### src/rtl/pipe_ctrl_pkg.sv
// pipe_ctrl_pkg: state encoding, ctrl_state width and default memory timeout for pipe_stall_ctrl
package pipe_ctrl_pkg;
  localparam int STATE_W = 2;
  localparam int DEF_MEM_TIMEOUT = 255;
  typedef enum logic [STATE_W-1:0] {
    ST_RUN      = 2'd0,
    ST_MEM_WAIT = 2'd1,
    ST_ERR      = 2'd2
  } state_t;
endpackage

### src/rtl/sat_counter.sv
// sat_counter: saturating up-counter with synchronous clear
// Ports: clk, reset_n (async active-low), clr (sync clear, wins over inc), inc, cnt (sticks at all ones)
module sat_counter #(
  parameter int WIDTH = 32
) (
  input  logic             clk,
  input  logic             reset_n,
  input  logic             clr,
  input  logic             inc,
  output logic [WIDTH-1:0] cnt
);
  always_ff @(posedge clk or negedge reset_n)
    if (!reset_n) cnt <= '0;
    else if (clr) cnt <= '0;
    else if (inc && !(&cnt)) cnt <= cnt + 1'b1;
endmodule

### src/rtl/pipe_stall_ctrl.sv
// pipe_stall_ctrl: 5-stage pipeline hazard controller (load-use stall, branch flush, memory wait with timeout)
// Optional macro PIPE_STALL_PERF_EN adds saturating perf counters lu_stall_cnt, mem_stall_cnt, flush_cnt.
// Inputs : clk, reset_n (async active-low), id_ex_mem_read, id_ex_rd, if_id_rs1, if_id_rs2,
//          branch_taken, dmem_req, dmem_ready
// Outputs: pc_write, if_id_write, if_id_flush, id_ex_bubble, pipe_hold, mem_err, ctrl_state
//          (combinational from state and inputs)
import pipe_ctrl_pkg::*;
module pipe_stall_ctrl #(
  parameter int MEM_TIMEOUT = DEF_MEM_TIMEOUT,
  parameter int CNT_W = 32
) (
  input  logic               clk,
  input  logic               reset_n,
  input  logic               id_ex_mem_read,
  input  logic [4:0]         id_ex_rd,
  input  logic [4:0]         if_id_rs1,
  input  logic [4:0]         if_id_rs2,
  input  logic               branch_taken,
  input  logic               dmem_req,
  input  logic               dmem_ready,
  output logic               pc_write,
  output logic               if_id_write,
  output logic               if_id_flush,
  output logic               id_ex_bubble,
  output logic               pipe_hold,
  output logic               mem_err,
  output logic [STATE_W-1:0] ctrl_state
`ifdef PIPE_STALL_PERF_EN
  ,
  output logic [CNT_W-1:0]   lu_stall_cnt,
  output logic [CNT_W-1:0]   mem_stall_cnt,
  output logic [CNT_W-1:0]   flush_cnt
`endif
);
  localparam int TW = $clog2(MEM_TIMEOUT + 1);
  localparam logic [TW:0] TMO = (TW+1)'(MEM_TIMEOUT);
  state_t state, state_n;
  logic [TW-1:0] cnt, cnt_n;
  logic [TW:0] cnt_inc;
  logic load_use, mem_stall;
  assign load_use = id_ex_mem_read && id_ex_rd != 5'd0 && (id_ex_rd == if_id_rs1 || id_ex_rd == if_id_rs2);
  assign mem_stall = dmem_req && !dmem_ready;
  assign cnt_inc = {1'b0, cnt} + 1'b1;
  assign ctrl_state = state;
  always_ff @(posedge clk or negedge reset_n)
    if (!reset_n) begin
      state <= ST_RUN;
      cnt <= '0;
    end else begin
      state <= state_n;
      cnt <= cnt_n;
    end
  // The unused encoding 3 falls into the default branch and behaves as RUN.
  always_comb begin
    state_n = state;
    cnt_n = cnt;
    pc_write = 1'b1;
    if_id_write = 1'b1;
    if_id_flush = 1'b0;
    id_ex_bubble = 1'b0;
    pipe_hold = 1'b0;
    mem_err = 1'b0;
    case (state)
      ST_MEM_WAIT: begin
        pc_write = 1'b0;
        if_id_write = 1'b0;
        pipe_hold = 1'b1;
        // ready beats the timeout; the timeout fires as the count reaches MEM_TIMEOUT so it never wraps
        if (dmem_ready) begin
          state_n = ST_RUN;
          cnt_n = '0;
        end else begin
          cnt_n = cnt_inc[TW-1:0];
          state_n = cnt_inc >= TMO ? ST_ERR : ST_MEM_WAIT;
        end
      end
      ST_ERR: begin
        pc_write = 1'b0;
        if_id_write = 1'b0;
        pipe_hold = 1'b1;
        mem_err = 1'b1;
      end
      default: begin
        if (mem_stall) begin
          pc_write = 1'b0;
          if_id_write = 1'b0;
          pipe_hold = 1'b1;
          state_n = ST_MEM_WAIT;
          cnt_n = TW'(1);
        end else if (branch_taken) begin
          if_id_flush = 1'b1;
          id_ex_bubble = 1'b1;
        end else if (load_use) begin
          pc_write = 1'b0;
          if_id_write = 1'b0;
          id_ex_bubble = 1'b1;
        end
      end
    endcase
  end
`ifdef PIPE_STALL_PERF_EN
  // Event decode from the outputs: bubble without flush is a load-use stall,
  // hold without error is a RUN memory stall or a MEM_WAIT cycle.
  sat_counter #(.WIDTH(CNT_W)) u_lu (
    .clk(clk), .reset_n(reset_n), .clr(1'b0), .inc(id_ex_bubble && !if_id_flush), .cnt(lu_stall_cnt)
  );
  sat_counter #(.WIDTH(CNT_W)) u_mem (
    .clk(clk), .reset_n(reset_n), .clr(1'b0), .inc(pipe_hold && !mem_err), .cnt(mem_stall_cnt)
  );
  sat_counter #(.WIDTH(CNT_W)) u_fl (
    .clk(clk), .reset_n(reset_n), .clr(1'b0), .inc(if_id_flush), .cnt(flush_cnt)
  );
`else
  localparam int unused_cnt_w = CNT_W;
`endif
endmodule

### config.mk
export PLATFORM = sky130hd
export DESIGN_NAME = pipe_stall_ctrl
export DESIGN_NICKNAME = d
export VERILOG_FILES = /design/src/rtl/pipe_ctrl_pkg.sv /design/src/rtl/sat_counter.sv /design/src/rtl/pipe_stall_ctrl.sv
export SDC_FILE = /design/constraint.sdc
export NUM_CORES = 1
export LEC_CHECK = 0
export CELL_PAD_IN_SITES_DETAIL_PLACEMENT = 1
export CELL_PAD_IN_SITES_GLOBAL_PLACEMENT = 1
export CORE_UTILIZATION = 28
export DETAILED_ROUTE_END_ITERATION = 12
export GPL_TIMING_DRIVEN = 0
export PLACE_DENSITY = 0.83
export RECOVER_POWER = 25
export SLEW_MARGIN = 25
export SYNTH_ARGS = -nofsm -noshare
export SYNTH_HDL_FRONTEND = slang
export SYNTH_SLANG_ARGS = --single-unit
### constraint.sdc
create_clock -name clk -period 1.4 [get_ports clk]
set_input_delay 0.28 -clock clk [delete_from_list [all_inputs] [get_ports clk]]
set_output_delay 0.28 -clock clk [all_outputs]
set_load 0.02 [all_outputs]
Word-level counts from Yosys, hierarchy flattened
Index checks and enable logic that the tools add are counted.

storage, ports and cells
  bits in registers = 10
  bits of input ports = 21
  output and inout bits = 8

operators by class
  add/subtract/negate cells = 1
  $lt $le $gt $ge = 1
  equality and inequality tests = 4
  multiplexer cells = 21
  bitwise operators = 1
  reduce and logical (&&, ||, !) cells = 9

operators with widths
  kind                 count
  $mux 8               2
  $pmux 8 s2           1
  $mux 1               14
  $eq 5x5->1           2
  $add 8x1->9 const B  1
  $ge 9x8->1 const B   1
  $mux 2               3
  $reduce_bool 5->1    1
  $pmux 2 s2           1
  $logic_and 1x1->1    3
  $eq 2x1->1 const B   1
  $eq 2x2->1 const B   1
  $reduce_and 2->1     1
  $reduce_bool 2->1    1
  $reduce_or 2->1      1
  $logic_not 1->1      1
  $logic_or 1x1->1     1
  $not 1->1            1

Depth between registers and ports, before layout
  word-level depth = 7
  depth in mapped cells = 8
  gate-level depth less buffers = 7

Least setup slack after synthesis
No wires, ideal clock.

  path type = register to output
  start = reg state[0] (netlist: ctrl_state[0])
  end = out pc_write
  arrival time = 1.634 ns
  required time = 1.120 ns
  slack = -0.514 ns
  stages on the path, launching flop included = 6
  cell sequence = dfrtp_1 > inv_1 > ha_1 > nand2_1 > a21oi_1 > buf_4

between the ends
  longest elaborated chain between the ends = 3
  elaborated cells between the ends (all ways) = 4

ends and longest elaborated chain
  item                                             RTL line               text
  start: declaration                               pipe_stall_ctrl.sv:37  state_t state, state_n;
  start signal: assignment                         pipe_stall_ctrl.sv:50  state <= state_n;
  $eq 2x2->1 / $eq 2x1->1 (equally long branches)  -
  $reduce_or 2->1 (no line) *                      -
  $mux 1 *                                         -
  end: declaration                                 pipe_stall_ctrl.sv:21  output logic pc_write,

Every way passes the cells marked *; elsewhere a longest branch is shown, timed or not.

Final worst setup path
  start = in id_ex_rd[2]
  end = out id_ex_bubble

between the ends
  longest elaborated chain between the ends = 7
  elaborated cells between the ends (all ways) = 10

ends and longest elaborated chain
  item                                                          RTL line               text
  start: declaration                                            pipe_stall_ctrl.sv:15  input logic [4:0] id_ex_rd,
  $eq 5x5->1 / $reduce_bool 5->1 (equally long branches)        pipe_stall_ctrl.sv:41  assign load_use = id_ex_mem_read && id_ex_rd != 5'd0 && (id_ex_rd == if_id_rs1 || id_ex_rd == if_id_rs2);
  $logic_or 1x1->1 / $logic_and 1x1->1 (equally long branches)  pipe_stall_ctrl.sv:41
  $logic_and 1x1->1 *                                           pipe_stall_ctrl.sv:41
  $mux 1 *                                                      pipe_stall_ctrl.sv:93  end else if (load_use) begin
  $mux 1 *                                                      pipe_stall_ctrl.sv:90  end else if (branch_taken) begin
  $mux 1 *                                                      pipe_stall_ctrl.sv:84  if (mem_stall) begin
  $mux 1 *                                                      pipe_stall_ctrl.sv:63  case (state)
  end: declaration                                              pipe_stall_ctrl.sv:24  output logic id_ex_bubble,

Marked as above.

==> summary.md <==
| Metric | Value |
|---|---|
| Core Area | `roughly 2700 um^2` |
| DRC | `0` |
| Leading area contributor after synthesis | `dfrtp_1` |
| CP Data Required Time | `1.12 ns` |
| Largest net degree at the start of global routing | `11` |
| Status | `finished, violations left` |
| Die width | `55.7 um` |
| Fillers | `318` |
| Proportion of layout cells with a drive suffix above 1 | `61.2%` |
| First-pass GRT wire length | `4.80 mm` |
| Starting Density | `29.5%` |
| Place WS | `-1.30 ns` |
| Mapped cell area | `between 800 and 900 um^2` |
| Post-synth cell types | `34` |
| Peak supply drop | `873 uV` |
| Final setup viols | `14` |
| Area of the multi-input gates | `approximately 750 um^2` |
| CP Capture Type | `output pin` |
| Fin worst setup slack | `-0.372 ns` |
| Avg Inst Size Synth | `8.23 um^2` |
| Rel. slew slack | `66.8%` |
| Antenna violations before repair | `0` |
| Compound-Gate Fraction of Synth Area | `approximately 22%` |
| I/O Buffers | `28` |
| Simple-Gate Fraction of Synth Area | `23.1%` |
| Skew-Pair Late Insertion Delay | `0.27 ns` |
| Synth warn | `0` |
| Die Y | `55.7 um` |
| Mux contribution to synthesized area | `0%` |
| WP buf/inv | `2` |
| GR Overflow Total | `0` |
| TritonRoute pass-1 iters | `4` |
| Flops & latches, synth | `10` |
| Clk_skew | `~0.0089 ns` |
| DIE AREA | `3100 um^2` |
| Fmax achieved | `0.564 GHz` |
| Setup TNS | `-2.78 ns` |
| CTS tree | `yes` |
| Total track usage | `between 10% and 20%` |
| Most common cell after layout, fill and taps aside | `buf_4` |
| Routed WL per cell | `18.6 um` |
| Post-synthesis sequential area ratio | `31.0%` |
| CTS root buf | `clkbuf_4` |
| H-tree Lvls | `1` |
| Final Cycle Share | `127%` |
| Ports | `29` |
| Crit-path max cell delay | `0.53 ns` |
| Crit path from | `id_ex_rd[2]` |
| Max-cap violations | `0` |
| Area delta synth->final | `89.6%` |
| Tightest Hold Check Type | `input port to async pin` |
| Hold Vio Cnt, Final | `0` |
| Slowest-stage cell, CP | `or4_4` |
| Clock Sinks | `10` |
| Worst R2R Start | `cnt[0]` |
| Crit path max-delay family | `simple AND/OR/NAND/NOR gates` |
| Critical path arrival | `1.49 ns` |
| LEAKAGE | `0.649 nW` |
| Cell Rows | `19` |
| DR vias/cell | `5.30` |
| Commonest cells after routing, fill and taps aside | `buf_4, buf_6, xor2_1, dfrtp_2, o21ai_2` |
| Crit-path cells | `buf_8 -> or4_4 -> o21ai_2 -> a21oi_2 -> o21ba_2 -> buf_6` |
| DRT iter0 DRCs | `21` |
| Failing checks | `negative setup slack` |
| Post-route cell area | `1530 um^2` |
| P per Cell Area | `1050 nW/um^2` |
| Syn Inst Count | `98` |
| Main combinational cell family by area after synthesis | `simple AND/OR/NAND/NOR gates` |
| Routed WL | `3.31 mm` |
| DRT antenna net count | `0` |
| Number of global-route vias before repair | `between 900 and 1,000` |
| Synth top area share | `between 30% and 40%` |
| Fin util | `56.0%` |
| CP max FO | `3` |
| Post-DP Area | `roughly 1200 um^2` |
| Slew Viols, Final | `0` |
| Worst-margin pin slew | `0.496 ns` |
| Reg area | `260 um^2` |
| XOR/XNOR Fraction of Synth Area | `a little over an eighth` |
| Crit path kind | `input port to output pin` |
| RSZ-0062 raised after global routing | `yes` |
| Period minus WS final | `1.77 ns` |
| Syn nets | `roughly 120` |
| Detailed Place HPWL | `1.94 mm` |
| N_diodes | `0` |
| CTS clock-pin slew for the worst setup and hold paths | `0.08 ns` |
| CP startpoint kind | `input port` |
| Adder-Cell Fraction of Synth Area | `6.20%` |
| Nets@finish | `173` |
| Vias | `around 940` |
| RePlAce Congestion | `around 0.81` |
| TritonCTS buffer count | `3` |
| Synth top area cells | `dfrtp_1, xor2_1, ha_1, xnor2_1, nor2_1` |
| Clk buf depth | `2` |
-- kinds of logic (layout without fill, tap and decap cells) --
family	count (synthesis)	in the layout
adders and majority gates	4	4
xor gates and xnor gates	12	12
and+or+nand+nor	36	36
AOI/OAI and AO/OA	27	27
buffers and inverters	9	58
DFF	10	10
-- what timing repair did --
| action | CTS | global route |
|---|---|---|
| endpoints found under the setup margin | 17 | 17 |
| pin swaps | 27 | 19 |
| setup buffers | 10 | 7 |
| hold endpoints to repair | 0 | 0 |
| resized for setup | 108 | 24 |
| hold buffers | 0 | 0 |
| gates cloned | 1 | 0 |
-- path summary, 6_finish.rpt --
| path | to | slack [ns] | cells after the start |
|---|---|---|---|
| min reg2reg | cnt[4] | 0.57 | 1 |
| max in group asynchronous | cnt[4] | 0.63 | 1 |
| max | id_ex_bubble | -0.37 | 6 |
| min | cnt[7] | 0.40 | 1 |
| max reg2reg | ctrl_state[0] | -0.22 | 6 |
| min in group clk | ctrl_state[0] | 0.52 | 3 |
-- area by class of cell --
cell class	count	share of cell area [%]
Clock buffer	4	1.72
Timing Repair Buffer	46	26.6
Sequential cell	10	17.0
Inverter	6	1.64
Buffer	2	1.72
Tap cell	31	2.53
Multi-Input combinational cell	79	48.8
-- through the flow --
stage,instances,total power (W),hold slack (ns)
2_1_floorplan,98,0.000766,-0.0156
3_3_place_gp,157,0.000962,0.509
3_5_place_dp,157,0.000997,0.524
4_1_cts,171,0.00144,0.357
5_1_grt,178,0.00169,0.434
6_report,178,0.00160,0.402
-- state kept, by name, summed over array words and instances (netlist names) --
name        cells
cnt             8
ctrl_state      2
-- power breakdown --
part | total [W] | internal [W] | switching [W]
clock network | 0.000224 | 0.000110 | 0.000114
logic | 0.000942 | 0.000497 | 0.000445
registers | 0.000434 | 0.000335 | 0.0000995
-- routing by layer --
metal / vias to the layer above / track usage (%) / share of wire (%)
li1: 447 / - / -
met1: 451 / 23.1 / 40
met2: 39 / 36.3 / 53
met3: 6 / 2.56 / 5.5
met4: 0 / 7.50 / 1.6
met5: - / 0 / 0
-- worst reg2reg max path, cell delays in order, from the launching register on --
cell       delay (ns)
dfrtp_2          0.48
ha_4             0.21
a21oi_2          0.04
o211ai_1         0.26
nand3_2          0.15
a211oi_2         0.24
a2bb2oi_1        0.16
-- synth_stat cells, drive strengths merged --
library cell   n
dfrtp         10
nor2          10
o21ai          9
xor2           8
inv            6
nand3          6
a21oi          5
nand2          5
ha             4
xnor2          4
buf            3
nand2b         3
nor2b          3
and3           2
nand4          2
nor3           2
o31ai          2
o41ai          2
or4            2
a211oi         1
a21o           1
a22o           1
a2bb2oi        1
a31oi          1
o2111ai        1
o211ai         1
o21ba          1
o21bai         1
or2            1
Note: power is estimated with default switching activity, not from simulation.
